### config.mk
export PLATFORM = sky130hd
export DESIGN_NAME = debounce_filter_multi
export DESIGN_NICKNAME = d
export VERILOG_FILES = /design/src/rtl/debounce_filter_multi.sv
export SDC_FILE = /design/constraint.sdc
export NUM_CORES = 1
export LEC_CHECK = 0
export ABC_AREA = 1
export CAP_MARGIN = 15
export CORE_UTILIZATION = 61
export DETAILED_ROUTE_END_ITERATION = 10
export GPL_ROUTABILITY_DRIVEN = 0
export GPL_TIMING_DRIVEN = 0
export HOLD_SLACK_MARGIN = 0.12
export PLACE_DENSITY_LB_ADDON = 0.15
export SLEW_MARGIN = 30
export SYNTH_ARGS = -nofsm -noshare
export SYNTH_HDL_FRONTEND = slang
export SYNTH_SLANG_ARGS = --single-unit
export TNS_END_PERCENT = 50
### constraint.sdc
create_clock -name i_Clk -period 1.65 [get_ports i_Clk]
set_clock_uncertainty 0.05 [all_clocks]
set_input_delay 0.4125 -clock i_Clk [delete_from_list [all_inputs] [get_ports i_Clk]]
set_output_delay 0.4125 -clock i_Clk [all_outputs]
set_load 0.05 [all_outputs]
### src/rtl/debounce_filter_multi.sv
// Multi-channel debounce filter.
// Each channel has its own optional synchroniser, followed by a stability counter.
// Each channel produces a registered debounced level plus one-cycle rise and fall pulses.
// o_Any_Change is a single flop that fires in the same cycle as any channel's pulse.

// ---------------------------------------------------------------------------
// Per-channel filter: synchroniser chain, stability counter, level, edge pulses.
// o_Rise_Nxt / o_Fall_Nxt expose the pulse next-state so the top level can
// register the aggregated change flag in lockstep with the per-channel pulses.
// ---------------------------------------------------------------------------
module debounce_filter_chan #(
  parameter int DEBOUNCE_LIMIT = 250000,
  parameter int SYNC_STAGES    = 2,
  parameter int INIT_LEVEL     = 0
) (
  input  logic i_Clk,
  input  logic i_Rst_L,
  input  logic i_Bouncy,
  output logic o_Debounced,
  output logic o_Rise,
  output logic o_Fall,
  output logic o_Rise_Nxt,
  output logic o_Fall_Nxt
);

  localparam int              CNT_W   = (DEBOUNCE_LIMIT > 1) ? $clog2(DEBOUNCE_LIMIT) : 1;
  localparam logic [CNT_W-1:0] CNT_MAX = CNT_W'(DEBOUNCE_LIMIT - 1);
  localparam logic            INIT_B  = (INIT_LEVEL != 0);

  logic             s;
  logic [CNT_W-1:0] cnt_q, cnt_nxt;
  logic             deb_q, deb_nxt;
  logic             rise_q, fall_q;
  logic             rise_nxt, fall_nxt;

  generate
    if (SYNC_STAGES == 0) begin : g_nosync
      // Caller guarantees the input is already in the i_Clk domain.
      assign s = i_Bouncy;
    end else begin : g_sync
      logic [SYNC_STAGES-1:0] sync_q;

      // Shift chain: stage 0 captures the raw pin, and the last stage feeds the counter.
      always_ff @(posedge i_Clk or negedge i_Rst_L) begin
        if (!i_Rst_L) begin
          sync_q <= {SYNC_STAGES{INIT_B}};
        end else begin
          sync_q[0] <= i_Bouncy;
          for (int i = 1; i < SYNC_STAGES; i++) sync_q[i] <= sync_q[i-1];
        end
      end

      assign s = sync_q[SYNC_STAGES-1];
    end
  endgenerate

  // Stability counter: any sample matching the current level restarts the count.
  // The level flips only after DEBOUNCE_LIMIT consecutive differing samples.
  always_comb begin
    cnt_nxt  = cnt_q;
    deb_nxt  = deb_q;
    rise_nxt = 1'b0;
    fall_nxt = 1'b0;
    if (s == deb_q) begin
      cnt_nxt = '0;
    end else if (cnt_q == CNT_MAX) begin
      cnt_nxt  = '0;
      deb_nxt  = s;
      rise_nxt = s;
      fall_nxt = ~s;
    end else begin
      cnt_nxt = cnt_q + CNT_W'(1);
    end
  end

  // Level, count and edge pulses all update on the same edge.
  always_ff @(posedge i_Clk or negedge i_Rst_L) begin
    if (!i_Rst_L) begin
      cnt_q  <= '0;
      deb_q  <= INIT_B;
      rise_q <= 1'b0;
      fall_q <= 1'b0;
    end else begin
      cnt_q  <= cnt_nxt;
      deb_q  <= deb_nxt;
      rise_q <= rise_nxt;
      fall_q <= fall_nxt;
    end
  end

  assign o_Debounced = deb_q;
  assign o_Rise      = rise_q;
  assign o_Fall      = fall_q;
  assign o_Rise_Nxt  = rise_nxt;
  assign o_Fall_Nxt  = fall_nxt;

endmodule

// ---------------------------------------------------------------------------
// Top level: an array of independent channels plus the aggregated change flag.
// ---------------------------------------------------------------------------
module debounce_filter_multi #(
  parameter int NUM_CHANNELS   = 4,
  parameter int DEBOUNCE_LIMIT = 250000,
  parameter int SYNC_STAGES    = 2,
  parameter int INIT_LEVEL     = 0
) (
  input  logic                    i_Clk,
  input  logic                    i_Rst_L,
  input  logic [NUM_CHANNELS-1:0] i_Bouncy,
  output logic [NUM_CHANNELS-1:0] o_Debounced,
  output logic [NUM_CHANNELS-1:0] o_Rise,
  output logic [NUM_CHANNELS-1:0] o_Fall,
  output logic                    o_Any_Change
);

  logic [NUM_CHANNELS-1:0] rise_nxt;
  logic [NUM_CHANNELS-1:0] fall_nxt;
  logic                    any_q;

  generate
    for (genvar n = 0; n < NUM_CHANNELS; n++) begin : g_chan
      debounce_filter_chan #(
        .DEBOUNCE_LIMIT (DEBOUNCE_LIMIT),
        .SYNC_STAGES    (SYNC_STAGES),
        .INIT_LEVEL     (INIT_LEVEL)
      ) u_chan (
        .i_Clk       (i_Clk),
        .i_Rst_L     (i_Rst_L),
        .i_Bouncy    (i_Bouncy[n]),
        .o_Debounced (o_Debounced[n]),
        .o_Rise      (o_Rise[n]),
        .o_Fall      (o_Fall[n]),
        .o_Rise_Nxt  (rise_nxt[n]),
        .o_Fall_Nxt  (fall_nxt[n])
      );
    end
  endgenerate

  // Registering the OR of the pulse next-states lines the flag up with the pulses.
  // This avoids a combinational OR on the output.
  always_ff @(posedge i_Clk or negedge i_Rst_L) begin
    if (!i_Rst_L) any_q <= 1'b0;
    else          any_q <= |(rise_nxt | fall_nxt);
  end

  assign o_Any_Change = any_q;

endmodule

### Yosys cells after proc, flatten, opt, wreduce, memory -nomap -nowiden

Index checks and enable logic that the tools add are counted.

* register bits after elaboration: 93
* input port bits: 6
* output and inout port bits: 13
* word-level logic and storage cells: 71

* $add $sub $neg: 4
* equality and inequality tests: 8
* mux-type cells: 24
* bitwise operators: 9
* reductions and logical operators: 5

Operators by type and width (number)
* 2-to-1 mux 18 bit: 8
* adder 18 x 1 -> 18 bit, second input constant: 4
* == test 18 bit, second input constant: 4
* 2-to-1 mux 1 bit: 16
* inverter 1 bit: 8
* AND reduction 2 bit: 4
* == test 1 bit: 4
* OR 4 bit: 1
* OR reduction 4 bit: 1

### Longest topological paths before layout

* depth in word-level cells: 5
* gate-level depth with buffers: 10
* mapped depth without buffers: 10

### Modules after synthesis

Synthesis repeated with hierarchy kept, for this count alone.

* cells, all modules: 580
* area, all modules: 4865.9 µm²

Modules (own cells, without submodules)
* debounce_filter_chan: times used 4, cells each 141, area an instance 1196.1 µm², seq. area each 575.6 µm²
* debounce_filter_multi: times used 1, cells each 16, area an instance 81.3 µm², seq. area each 25.0 µm²

### Worst setup path before layout

Ideal clock, no wire load.

* path kind: flip-flop to flip-flop
* start point: reg g_chan[0].u_chan.cnt_q[0]
* end point: reg g_chan[0].u_chan.cnt_q[12]
* library setup time: 0.120 ns
* arrival: 1.196 ns
* data required time: 1.480 ns
* path slack: 0.284 ns
* cell stages (with the launch flop): 7
* buffers on the path: 0
* period minus slack after synthesis: 1.366 ns
* path through: dfrtp_1 > ha_1 > nand3_2 > nor2_1 > nand3_1 > nand2_2 > nor2_1

* word-level cells in the longest chain between the ends: 3
* elaborated cells between the ends (all ways): 4
* classes of those cells: add/sub (1); eq/ne (1); mux (2)

RTL lines
* start, declared: RTL line 31 `logic [CNT_W-1:0] cnt_q, cnt_nxt;`
* start signal, assigned: RTL line 84 `cnt_q <= cnt_nxt;`
* adder 18 x 1 -> 18 bit or == test 18 bit (tied branches): RTL line 72, 66
* 2-to-1 mux 18 bit (*): RTL line 66 `end else if (cnt_q == CNT_MAX) begin`
* 2-to-1 mux 18 bit (*): RTL line 64 `if (s == deb_q) begin`
* net g_chan[0].u_chan.cnt_nxt[12]: RTL line 31

The timed path passes the listed nets; every way through them passes the cells marked *.
A chain may end at the register's enable or synchronous reset.

### Worst setup path after layout

* start point: reg g_chan[3].u_chan.deb_q
* end point: out o_Debounced[3]

RTL lines
* start, declared: RTL line 32 `logic deb_q, deb_nxt;`
* start signal, assigned: RTL line 85 `deb_q <= deb_nxt;`
* end, declared: RTL line 111 `output logic [NUM_CHANNELS-1:0] o_Debounced,`

No word-level cell between the ends.

==> run metrics <==
status finished clean; Synth top area share 0.477; total grt overflow 0; # IOs 19; clock slew seen by the registers of the worst setup and hold paths ~80 ps; # nets final roughly 660; Final setup viols 0; Inserted Diodes 0; first-pass GRT wire length 17,200 um; CP cell instances buf_4 -> buf_2; Adder-Cell Fraction of Synth Area 0.0102; net count after synthesis between 600 and 700; Initial Utilization 0.632; initial antenna violation count 0; CP startpoint kind register; Seq/Total Area, Yosys 0.477; Hold Slack 302 ps; largest net degree at the start of global routing 49; CP max stage cell dfrtp_1; CP required 1190 ps; Final min period 1580 ps; Compound-Gate Fraction of Synth Area 0.0210; xor/xnor share of the synthesized area 0.0628; final slew viol count 0; fillcell total between 600 and 700; Port-buffer cells 18; post-synthesis mux area share 0; final worst-path cycle share 0.959; Synth Register Bits 93; Die H 91.5 um; clock latency on the worst-skew pair approximately 360 ps; H-tree levels 3; final hold vios 0; average instance area after synthesis slightly below 8 um2; TritonCTS clock tree yes; die footprint 8370 um2; DRT iter0 DRCs 171; GRT Util Overall 0.256; drt first pass iters 4; Avg WL per Cell 12.7 um; count of different cell masters after synthesis 29; row cnt 32; synth cell count leaders 137 x nor2_1, 113 x nand2_1, 93 x dfrtp_1; vias in the first global route 3,988; worst path bufs/invs 2; top_reg_cell synth dfrtp_1; clock root cell clkbuf_8; Design Area, Final 5450 um2; Core ar. 7730 um2; Rel. slew slack 0.710; Cells after Synth 621; WL final 9680 um; CTS max path bufs 2; Worst setup EP type output port; Post-synth ARST share 1.00; R2R cell count 6; Remaining DRCs 0; post-DP HPWL about 7000 um; largest cells by area after synthesis dfrtp_1 48%, nor2_1 11%, nand2_1 8.7%; Sink Count 93; Min-Delay Path Class reg2reg; Placed Area 5220 um2; placed cell count 742; fmax 0.632 GHz; Max Cap Violations 0; worst slew pin tran ~430 ps; critical path depth in cells 2; total power per unit cell area roughly 750 nW/um2; RSZ-0062 raised after global routing false; count leader, synth nor2_1; Syn. warnings 0; WP data arrival 1120 ps; Top delay family on crit path flip-flops; vias per cell 5.28; die width 91.5 um; via count 4,011; simple-gate share of the synthesized area 0.350; crit path kind reg2out; post-synthesis cell area 4880 um2; synth-to-layout area growth 11.7%; leading area contributor after synthesis dfrtp_1; Hold Path Depth 0; Post-Layout Cell Count 759; largest family of logic cells by synthesized area simple AND/OR/NAND/NOR gates; Critical Path Fanout Max 4; layout cells sized above 1 0.143; P_leak about 2.5 nW; Antenna Nets Post-Route 0; worst stage delay on the critical path 400 ps; Worst VDD drop roughly 530 uV; Post-synth EDFFs 0; cts bufs inserted 9
power by group:
part	total [mW]	leakage (nW)	switching [mW]	internal (mW)
clock network	1.59	0.106	0.769	0.823
logic	0.158	1.14	0.108	0.0497
registers	2.34	1.27	0.0252	2.31
total	4.09	2.52	0.903	3.18
layout make-up:
type                       count  area [um2]  area share
inverter                      78         293      0.0537
tap                          102         128      0.0234
timing repair buffer          20         175      0.0321
buffer                        13        95.1      0.0174
sequential                    93        2330       0.427
multi-input combinational    437        2220       0.408
clock inverter                 3        42.5     0.00780
clock buffer                  13         169      0.0310
cell usage in the layout (no fill, tap or decap), drive strengths merged:
master / count
nand3: 50
o21bai: 1
clkinv: 1
nand4: 18
nor4: 2
xor2: 26
nor2: 153
o21ai: 10
clkinvlp: 1
clkdlybuf4s15: 1
xnor2: 9
nand2: 123
nor3: 25
ha: 4
nand3b: 3
a31oi: 1
nor3b: 3
clkbuf: 13
clkdlybuf4s50: 4
buf: 27
dlygate4sd3: 1
a21oi: 7
inv: 78
dfrtp: 93
or2: 2
bufinv: 1
flip-flops by register name, indices dropped and copies added (netlist names):
register / cells
g_chan.u_chan.cnt_q: 72
g_chan.u_chan.g_sync.sync_q: 8
g_chan.u_chan.o_Debounced: 4
g_chan.u_chan.o_Fall: 4
g_chan.u_chan.o_Rise: 4
o_Any_Change: 1
per-layer routing:
metal	up-vias	wire, um	GRT usage
met2	82	4800	0.439
met3	15	347	0.0452
met5	-	0	0
li1	1998	-	-
met4	0	155	0.0992
met1	1916	4370	0.323
worst register-to-register path, cell delays in order, from the launching register on:
cell and delay (ps):
dfrtp_1 400, ha_2 240, nand3_2 150, nor2_2 220, nand3_2 170, nand2_4 150, nor2_1 70
worst paths after layout:
kind                                                      to  slack, ps                              start
max                                           o_Debounced[3]         70       g_chan[3].u_chan.o_Debounced
min                        g_chan[3].u_chan.g_sync.sync_q[1]        300  g_chan[3].u_chan.g_sync.sync_q[0]
max reg2reg                        g_chan[0].u_chan.cnt_q[7]        100          g_chan[0].u_chan.cnt_q[0]
min reg2reg                g_chan[3].u_chan.g_sync.sync_q[1]        300  g_chan[3].u_chan.g_sync.sync_q[0]
max in group asynchronous          g_chan[3].u_chan.cnt_q[5]        510                            i_Rst_L
min in group asynchronous          g_chan[0].u_chan.cnt_q[5]        480                            i_Rst_L
metrics by stage:
step           setup slack [ps]  utilization  power (mW)  TNS [ps]
3_5_place_dp               -113        0.676        2.54      -420
5_1_grt                    3.17        0.706        4.25         0
4_1_cts                    1.43        0.702        4.12         0
3_3_place_gp              -3150        0.672        2.52   -293180
2_1_floorplan               284            -        2.44         0
6_report                   68.0        0.706        4.09         0
timing repair:
action,CTS,global route
hold buffers,1,0
resized for setup,54,17
endpoints found under the setup margin,22,32
hold endpoints to repair,45,0
setup buffers,0,0
cell families (layout without fill, tap and decap cells):
logic type                 Yosys count  in the layout
buffers and inverters               91            127
adders and majority gates            4              4
xor gates and xnor gates            35             35
DFF                                 93             93
AOI/OAI and AO/OA                   19             19
and+or+nand+nor                    379            379
Power figures use the tool's default switching activity.
